File: src/rtl/ofm_wr_ctrl_if.sv
// ofm_wr_ctrl_if -- bundle of the output-feature-map write controller signals.
//   start/base_addr/shift/relu_en : map launch and per-map configuration
//   in_valid/in_ready/in_acc      : accumulator stream (valid/ready handshake)
//   sram_ry                       : SRAM ready
//   sram_write_en/addr/wdata      : SRAM write port (write_en active-high)
//   busy/done                     : map status
// master = producer/SRAM side (testbench or parent), slave = the controller.
interface ofm_wr_ctrl_if #(
  parameter int DATA_WIDTH = 8,
  parameter int ADDR_BITS  = 11,
  parameter int ACC_WIDTH  = 20
);
  logic                        start;
  logic [ADDR_BITS-1:0]        base_addr;
  logic [4:0]                  shift;
  logic                        relu_en;
  logic                        in_valid;
  logic                        in_ready;
  logic signed [ACC_WIDTH-1:0] in_acc;
  logic                        sram_ry;
  logic                        sram_write_en;
  logic [ADDR_BITS-1:0]        sram_addr;
  logic [DATA_WIDTH-1:0]       sram_wdata;
  logic                        busy;
  logic                        done;

  modport master (
    output start, base_addr, shift, relu_en, in_valid, in_acc, sram_ry,
    input  in_ready, sram_write_en, sram_addr, sram_wdata, busy, done
  );

  modport slave (
    input  start, base_addr, shift, relu_en, in_valid, in_acc, sram_ry,
    output in_ready, sram_write_en, sram_addr, sram_wdata, busy, done
  );
endinterface

File: src/rtl/ofm_wr_ctrl.sv
// ofm_wr_ctrl -- requantises a stream of signed accumulator values and writes
// one map of NUM_PIX words into OFM SRAM starting at base_addr.
//   clk : rising-edge clock
//   rst : synchronous active-high reset
//   bus : ofm_wr_ctrl_if slave (launch/config, accumulator stream, SRAM port,
//         busy/done status)
//
// state | meaning
// IDLE  | waiting for start; no SRAM writes
// RUN   | accepting inputs and issuing one write per accepted input
// DONE  | one-cycle done pulse after the last write; start ignored
module ofm_wr_ctrl #(
  parameter int DATA_WIDTH = 8,
  parameter int ADDR_BITS  = 11,
  parameter int ACC_WIDTH  = 20,
  parameter int NUM_PIX    = 784
) (
  input logic         clk,
  input logic         rst,
  ofm_wr_ctrl_if.slave bus
);

  localparam int CNT_W = $clog2(NUM_PIX + 1);
  localparam logic [CNT_W-1:0] NUM_PIX_C = CNT_W'(NUM_PIX);
  localparam int SAT_MAX_I = (2 ** (DATA_WIDTH - 1)) - 1;
  localparam logic signed [ACC_WIDTH:0] SAT_MAX = (ACC_WIDTH + 1)'(SAT_MAX_I);
  localparam logic signed [ACC_WIDTH:0] SAT_MIN = -SAT_MAX - 1;
  localparam logic [ACC_WIDTH:0] RND_ONE = (ACC_WIDTH + 1)'(1);

  typedef enum logic [1:0] {IDLE, RUN, DONE} state_t;

  state_t                 state_q, state_d;
  logic [CNT_W-1:0]       cnt_q;
  logic [ADDR_BITS-1:0]   base_q;
  logic [4:0]             shift_q;
  logic                   relu_q;
  logic                   wr_en_q;
  logic [ADDR_BITS-1:0]   addr_q;
  logic [DATA_WIDTH-1:0]  wdata_q;

  logic                   in_ready_c;
  logic                   accept;
  logic                   last_wr;
  logic signed [ACC_WIDTH:0] rnd, r_sum, r_shr;
  logic [DATA_WIDTH-1:0]  q_val;

  assign accept  = bus.in_valid && in_ready_c;
  // The write registered from the final accept is on the bus this cycle.
  assign last_wr = wr_en_q && (cnt_q == NUM_PIX_C);

  always_comb begin
    state_d    = state_q;
    in_ready_c = 1'b0;
    case (state_q)
      IDLE: if (bus.start) state_d = RUN;
      RUN: begin
        in_ready_c = bus.sram_ry && (cnt_q < NUM_PIX_C);
        if (last_wr) state_d = DONE;
      end
      DONE:    state_d = IDLE;
      default: state_d = IDLE;
    endcase
  end

  // Rounding constant is formed at ACC_WIDTH+1 bits, so large shifts drop it.
  always_comb begin
    rnd = '0;
    if (shift_q != 5'd0) rnd = RND_ONE << (shift_q - 5'd1);
    r_sum = $signed({bus.in_acc[ACC_WIDTH-1], bus.in_acc}) + rnd;
    r_shr = r_sum >>> shift_q;
    if (relu_q && r_shr[ACC_WIDTH]) q_val = '0;
    else if (r_shr > SAT_MAX)      q_val = SAT_MAX[DATA_WIDTH-1:0];
    else if (r_shr < SAT_MIN)      q_val = SAT_MIN[DATA_WIDTH-1:0];
    else                           q_val = r_shr[DATA_WIDTH-1:0];
  end

  always_ff @(posedge clk) begin
    if (rst) begin
      state_q <= IDLE;
      cnt_q   <= '0;
      base_q  <= '0;
      shift_q <= '0;
      relu_q  <= 1'b0;
      wr_en_q <= 1'b0;
      addr_q  <= '0;
      wdata_q <= '0;
    end else begin
      state_q <= state_d;
      wr_en_q <= accept;
      if (state_q == IDLE && bus.start) begin
        base_q  <= bus.base_addr;
        shift_q <= bus.shift;
        relu_q  <= bus.relu_en;
        cnt_q   <= '0;
      end
      if (accept) begin
        cnt_q   <= cnt_q + CNT_W'(1);
        addr_q  <= base_q + ADDR_BITS'(cnt_q);
        wdata_q <= q_val;
      end
    end
  end

  assign bus.in_ready      = in_ready_c;
  assign bus.sram_write_en = wr_en_q;
  assign bus.sram_addr     = addr_q;
  assign bus.sram_wdata    = wdata_q;
  assign bus.busy          = (state_q == RUN);
  assign bus.done          = (state_q == DONE);

endmodule

File: src/flat_wrapper.sv
// flat-port wrapper written by rule: the top's interface ports become plain ports
module ofm_wr_ctrl_flat 
#(
  parameter int DATA_WIDTH = 8,
  parameter int ADDR_BITS  = 11,
  parameter int ACC_WIDTH  = 20,
  parameter int NUM_PIX    = 784
)
  (clk, rst, bus_start, bus_base_addr, bus_shift, bus_relu_en, bus_in_valid, bus_in_acc, bus_sram_ry, bus_in_ready, bus_sram_write_en, bus_sram_addr, bus_sram_wdata, bus_busy, bus_done);
  ofm_wr_ctrl_if #(.DATA_WIDTH(DATA_WIDTH), .ADDR_BITS(ADDR_BITS), .ACC_WIDTH(ACC_WIDTH)) bus_i ();
  input logic clk;
  input logic rst;
  input wire logic [$bits(bus_i.start)-1:0] bus_start;
  input wire logic [$bits(bus_i.base_addr)-1:0] bus_base_addr;
  input wire logic [$bits(bus_i.shift)-1:0] bus_shift;
  input wire logic [$bits(bus_i.relu_en)-1:0] bus_relu_en;
  input wire logic [$bits(bus_i.in_valid)-1:0] bus_in_valid;
  input wire logic [$bits(bus_i.in_acc)-1:0] bus_in_acc;
  input wire logic [$bits(bus_i.sram_ry)-1:0] bus_sram_ry;
  output wire logic [$bits(bus_i.in_ready)-1:0] bus_in_ready;
  output wire logic [$bits(bus_i.sram_write_en)-1:0] bus_sram_write_en;
  output wire logic [$bits(bus_i.sram_addr)-1:0] bus_sram_addr;
  output wire logic [$bits(bus_i.sram_wdata)-1:0] bus_sram_wdata;
  output wire logic [$bits(bus_i.busy)-1:0] bus_busy;
  output wire logic [$bits(bus_i.done)-1:0] bus_done;
  assign bus_i.start = bus_start;
  assign bus_i.base_addr = bus_base_addr;
  assign bus_i.shift = bus_shift;
  assign bus_i.relu_en = bus_relu_en;
  assign bus_i.in_valid = bus_in_valid;
  assign bus_i.in_acc = bus_in_acc;
  assign bus_i.sram_ry = bus_sram_ry;
  assign bus_in_ready = bus_i.in_ready;
  assign bus_sram_write_en = bus_i.sram_write_en;
  assign bus_sram_addr = bus_i.sram_addr;
  assign bus_sram_wdata = bus_i.sram_wdata;
  assign bus_busy = bus_i.busy;
  assign bus_done = bus_i.done;
  ofm_wr_ctrl #(.DATA_WIDTH(DATA_WIDTH), .ADDR_BITS(ADDR_BITS), .ACC_WIDTH(ACC_WIDTH), .NUM_PIX(NUM_PIX)) u_core (.clk(clk), .rst(rst), .bus(bus_i));
endmodule
File: config.mk
export PLATFORM = sky130hd
export DESIGN_NAME = ofm_wr_ctrl_flat
export DESIGN_NICKNAME = d
export VERILOG_FILES = /design/src/rtl/ofm_wr_ctrl_if.sv /design/src/rtl/ofm_wr_ctrl.sv /design/src/flat_wrapper.sv
export SDC_FILE = /design/constraint.sdc
export NUM_CORES = 1
export LEC_CHECK = 0
export CAP_MARGIN = 20
export CORE_UTILIZATION = 40
export CTS_CLUSTER_SIZE = 10
export DETAILED_ROUTE_END_ITERATION = 10
export SLEW_MARGIN = 20
export SYNTH_ARGS = -nofsm -noshare
export SYNTH_HDL_FRONTEND = slang
export SYNTH_SLANG_ARGS = --single-unit
File: constraint.sdc
create_clock -name clk -period 8.8 [get_ports clk]
set_input_delay 1.76 -clock clk [delete_from_list [all_inputs] [get_ports clk]]
set_output_delay 1.76 -clock clk [all_outputs]
set_load 0.01 [all_outputs]
# [Word-level counts from Yosys, hierarchy flattened]
# Cells that the tools add are included.
[op_classes] n_shift=2 addsub=4 n_eq_ne=5 mux=10 order_cmp=3 n_reduce_logical=9
[op_table] cell="two-way mux 8 bit" n=3
[op_table] cell="adder 20 x 21 -> 21 bit" n=1
[op_table] cell="greater-than comparator 21 x 8 -> 1 bit (second input constant)" n=1
[op_table] cell="less-than comparator 21 x 8 -> 1 bit (second input constant)" n=1
[op_table] cell="two-way mux 21 bit" n=1
[op_table] cell="<< shifter 1 x 5 -> 21 bit (first input constant)" n=1
[op_table] cell=">>> shifter 21 x 5 -> 21 bit" n=1
[op_table] cell="two-way mux 10 bit" n=2
[op_table] cell="adder 11 x 10 -> 11 bit" n=1
[op_table] cell="adder 10 x 1 -> 10 bit (second input constant)" n=1
[op_table] cell="equality test 10 bit (second input constant)" n=1
[op_table] cell="less-than comparator 10 bit (second input constant)" n=1
[op_table] cell="logical AND 1 bit" n=5
[op_table] cell="nonzero test 5 bit" n=1
[op_table] cell="subtractor 5 x 1 -> 5 bit (second input constant)" n=1
[op_table] cell="two-way mux 2 bit" n=2
[op_table] cell="case mux 2 bit (2 select lines)" n=1
[op_table] cell="equality test 2 x 1 -> 1 bit (second input constant)" n=1
[op_table] cell="equality test 2 bit (second input constant)" n=1
[op_table] cell="logical NOT 2 bit" n=1
[op_table] cell="inequality test 2 x 1 -> 1 bit (second input constant)" n=1
[op_table] cell="inequality test 2 bit (second input constant)" n=1
[op_table] cell="AND reduction 2 bit" n=1
[op_table] cell="nonzero test 2 bit" n=1
[op_table] cell="two-way mux 1 bit" n=1
[word_totals] output_inout_bits=23 register_bits=49

# [Longest topological paths before layout]
[depth] depth_word=9 ltp_mapped=20 depth_no_buf=17

# [Least setup slack after synthesis]
# No wires, ideal clock.
[synth_timing] kind="input to register" startpoint="input port bus_in_acc[0]" endpoint="register u_core.wdata_q[1], in the netlist u_core.bus.sram_wdata[1]" path_stages=14 slack_ns=3.868 arrival_ns=4.845 path_buffers=0 t_required_ns=8.713 cell_sequence="ha_1 > inv_1 > fa_1 > nand2b_1 > a21oi_2 > o21ai_2 > and3b_1 > o311a_1 > a2111oi_4 > o31a_2 > o311ai_1 > a2111oi_4 > nand3_4 > a221oi_2"
[synth_via] elab_chain_cells=6
[synth_lines] item="start, declared" line="flat_wrapper.sv:18" text="input wire logic [$bits(bus_i.in_acc)-1:0] bus_in_acc;"
[synth_lines] item="adder 20 x 21 -> 21 bit *" line="ofm_wr_ctrl.sv:69" text="r_sum = $signed({bus.in_acc[ACC_WIDTH-1], bus.in_acc}) + rnd;"
[synth_lines] item=">>> shifter 21 x 5 -> 21 bit *" line="ofm_wr_ctrl.sv:70" text="r_shr = r_sum >>> shift_q;"
[synth_lines] item="less-than comparator 21 x 8 -> 1 bit" line="ofm_wr_ctrl.sv:73" text="else if (r_shr < SAT_MIN) q_val = SAT_MIN[DATA_WIDTH-1:0];"
[synth_lines] item="two-way mux 8 bit" line="ofm_wr_ctrl.sv:73"
[synth_lines] item="two-way mux 8 bit" line="ofm_wr_ctrl.sv:72" text="else if (r_shr > SAT_MAX) q_val = SAT_MAX[DATA_WIDTH-1:0];"
[synth_lines] item="two-way mux 8 bit *" line="ofm_wr_ctrl.sv:71" text="if (relu_q && r_shr[ACC_WIDTH]) q_val = '0;"
[synth_lines] item="end signal, assigned" line="ofm_wr_ctrl.sv:99" text="wdata_q <= q_val;"
[synth_lines] item="end, declared" line="ofm_wr_ctrl.sv:39" text="logic [DATA_WIDTH-1:0] wdata_q;"
# Every way passes the cells marked *; elsewhere a longest branch is shown, timed or not.
# A chain may end at the register's enable or synchronous reset.

# [Final worst setup path]
[layout_timing] startpoint="input port bus_in_acc[1]" endpoint="register u_core.wdata_q[6], in the netlist u_core.bus.sram_wdata[6]"
# Same word-level chain as after synthesis.

==> flow_summary.ini <==
[setup_path]
critPathLaunch = bus_in_acc[1]
path_class = input port to flop
crit_top_cell = a211oi_2
endpoint_kind = flop
slowest_stage = a211oi_1
arrival_ns = 5.94
slowest_delay_ns = 0.55
crit_family = compound AO/OA/AOI/OAI gates
required_ns = 9.00
crit_path_start_kind = input port
cp_max_fo = 7
path_buf_inv = 1
rr_startpoint = u_core.shift_q[1]
path_cells = clkdlybuf4s50_1 > ha_1 > a211oi_2 > o21ai_2 > a211oi_2 > o22ai_1 > or2_0 > a211oi_1 > o31a_2 > o311ai_1 > a2111oi_4 > nand3_4 > a221oi_2

[sta]
finClkSkew_ns = 0.0122
finalHoldViolations = 0
worst_pin_slew_ns = 0.969
timing.setup.tns_ns = 0
timing.final.max_slew_violations = 0
setup_violations = 0
rsz0062_at_grt = no
period_minus_slack_ns = 5.74
fmax_ghz = 0.174
period_share_pct = 65.3
maxSlewHeadroom_pct = 35.4

[final_layout]
seqCellArea_um2 = 981
syn_to_final_growth_pct = 16.0
nFillCells = 1344
multi_input_area_mm2 = 0.00413
nNetsFinal = 851
diodes = 0
fin_util_pct = 47.4
drive_gt1_share_pct = 8.63

[floorplan]
ios = 65
core_area_mm2 = 0.0132
die_h_um = 118
die_area_mm2 = 0.0139
rows = 42
die_x_um = 118
initial_core_util_pct = 40.9

[pwr]
p_per_area_mw_per_mm2 = 108
power_mw = 0.678
p_leak_nw = 2.33
ir_drop_mv = 0.128

[yosys]
syn_area_mm2 = 0.00539
netlist_instances = 743
synth_seq_cells = 49
ys_top_cells_by_area = dfxtp_1 (18%), nand2_1 (7.8%), ha_1 (7.4%)
seq_area_frac_synth_pct = 18.2
synthArstFlopShare_pct = 0
synth_edf_count = 0
yosysMostFrequentCell = nand2_1
synth_top_cell_area_share_pct = 18.2
syn_avg_cell_area_um2 = 7.25
syn_nets = 819
synthFlopType = dfxtp_1
ys_types = 81
yosysTopAreaCell = dfxtp_1
yosys_warnings = 0
synth_commonest_cells = nand2_1 (112), nor2_1 (82), a21oi_1 (72), dfxtp_1 (49), o21ai_0 (37)

[grt]
antenna_found_initial = 0
grtUsageTotal_pct = 25.7
gr-total-overflow = 0
grt_max_degree = 50
grt_pass1_wl_um = 29200
grt_pass1_vias = 5791

[drt]
vias = 5807
routed_wl_um = 17700
drt_iter0_drc = 504
postRouteAntennaNets = 0
route.detailed.drc = 0
routedWlPerCell_um = 18.6
via_per_inst = 6.10
firstDrtPassIters = 5

[clocking]
cts_resized = 0
clkLatencyLatePin_ns = 0.29
cts_buffers = 5
cts_setup_buffers = 0
path_clk_slew_ns = 0.07
htree_levels = 2
cts-root-buf = clkbuf_16
cts_max_path_buffers = 2
cts_tree = built
cts.sinks = 49
hold_buffers = 0

[worst_hold_path]
hp-class = flop to flop
hp-start = u_core.shift_q[2]

[placed_design]
port_buffers = 64
hpwlAfterDp_um = 13300
gp_congestion = 0.952

[flow_run]
cap_violations = 0

[outcome]
status = finished clean
[final cells by class]
type,count,area share [%]
timing repair buffer,72,11.1
clock buffer,6,2.06
clock inverter,2,0.220
multi-input combinational,625,66.1
sequential,49,15.7
tap,176,3.52
inverter,22,1.32
[kinds of logic after synthesis]
logic type	count (synthesis)	share of synthesized area [%]
flip-flops	49	18.2
buffers and inverters	69	5.13
AND/OR/NAND/NOR	299	25.8
multiplexers	27	6.08
XOR/XNOR	20	3.25
AO/OA/AOI/OAI	245	33.4
adder cells (fa/ha/maj)	34	8.17
[worst min-delay path, stage by stage, from the launching register on]
cell and delay (ns):
dfxtp_1 0.31, nand2_1 0.05, a21oi_1 0.05
[through the flow]
stage	area, um^2	setup slack, ns	hold WS [ns]	cells
2_1_floorplan	5390	3.87	0.437	743
3_3_place_gp	6110	2.92	0.442	944
3_5_place_dp	6110	2.81	0.449	944
4_1_cts	6250	3.10	0.460	952
5_1_grt	6250	2.68	0.485	952
6_report	6250	3.06	0.454	952
[routing by layer]
layer	up-vias	GRT usage, %	routed length, um
met2	243	44.1	8430
met5	-	0	0
met1	2715	31.8	7450
li1	2806	-	-
met4	0	10.6	560
met3	43	4.22	1220
[power by group]
group          leakage [nW]  internal (mW)  total (mW)  switching (mW)
clock network        0.0712          0.106       0.192          0.0855
logic                  1.86         0.0982       0.253           0.155
registers             0.398          0.228       0.233         0.00415
total                  2.33          0.433       0.678           0.245
[layout by cell type (no fill, tap or decap), types with 5 or more instances in the layout]
cell type          n
or3_1              7
dfxtp_1           49
a21oi_1           72
nor2_1            82
inv_1             21
clkdlybuf4s50_1   63
nand2_1          112
a211oi_2           8
nor3_1            23
buf_4              8
and3_1            11
o21ai_0           37
a221oi_2           8
o211ai_1           8
nor2b_1            5
o21ai_1           13
nand2b_1           6
nand4_1            8
ha_1              32
a21oi_2            7
nor3b_1            5
clkbuf_16          5
a21o_1             8
xnor2_1           16
and2_1             8
a211oi_1           8
o2111ai_1          6
mux2i_1           19
nand3_1           14
[registers in the layout, indices dropped and copies added (netlist names)]
name / flops
u_core.base_q: 11
u_core.bus.sram_addr: 11
u_core.cnt_q: 10
u_core.bus.sram_wdata: 8
u_core.shift_q: 5
u_core.state_q: 2
u_core.bus.sram_write_en: 1
u_core.relu_q: 1
[final timing paths]
kind | to | slack, ns | cells past startpoint
worst max register to register | u_core.bus.sram_wdata[6] | 3.33 | 16
worst max-delay path | u_core.bus.sram_wdata[6] | 3.06 | 13
worst min-delay path | u_core.shift_q[2] | 0.45 | 2
worst min register to register | u_core.shift_q[2] | 0.45 | 2
Note: power is estimated with default switching activity, not from simulation.
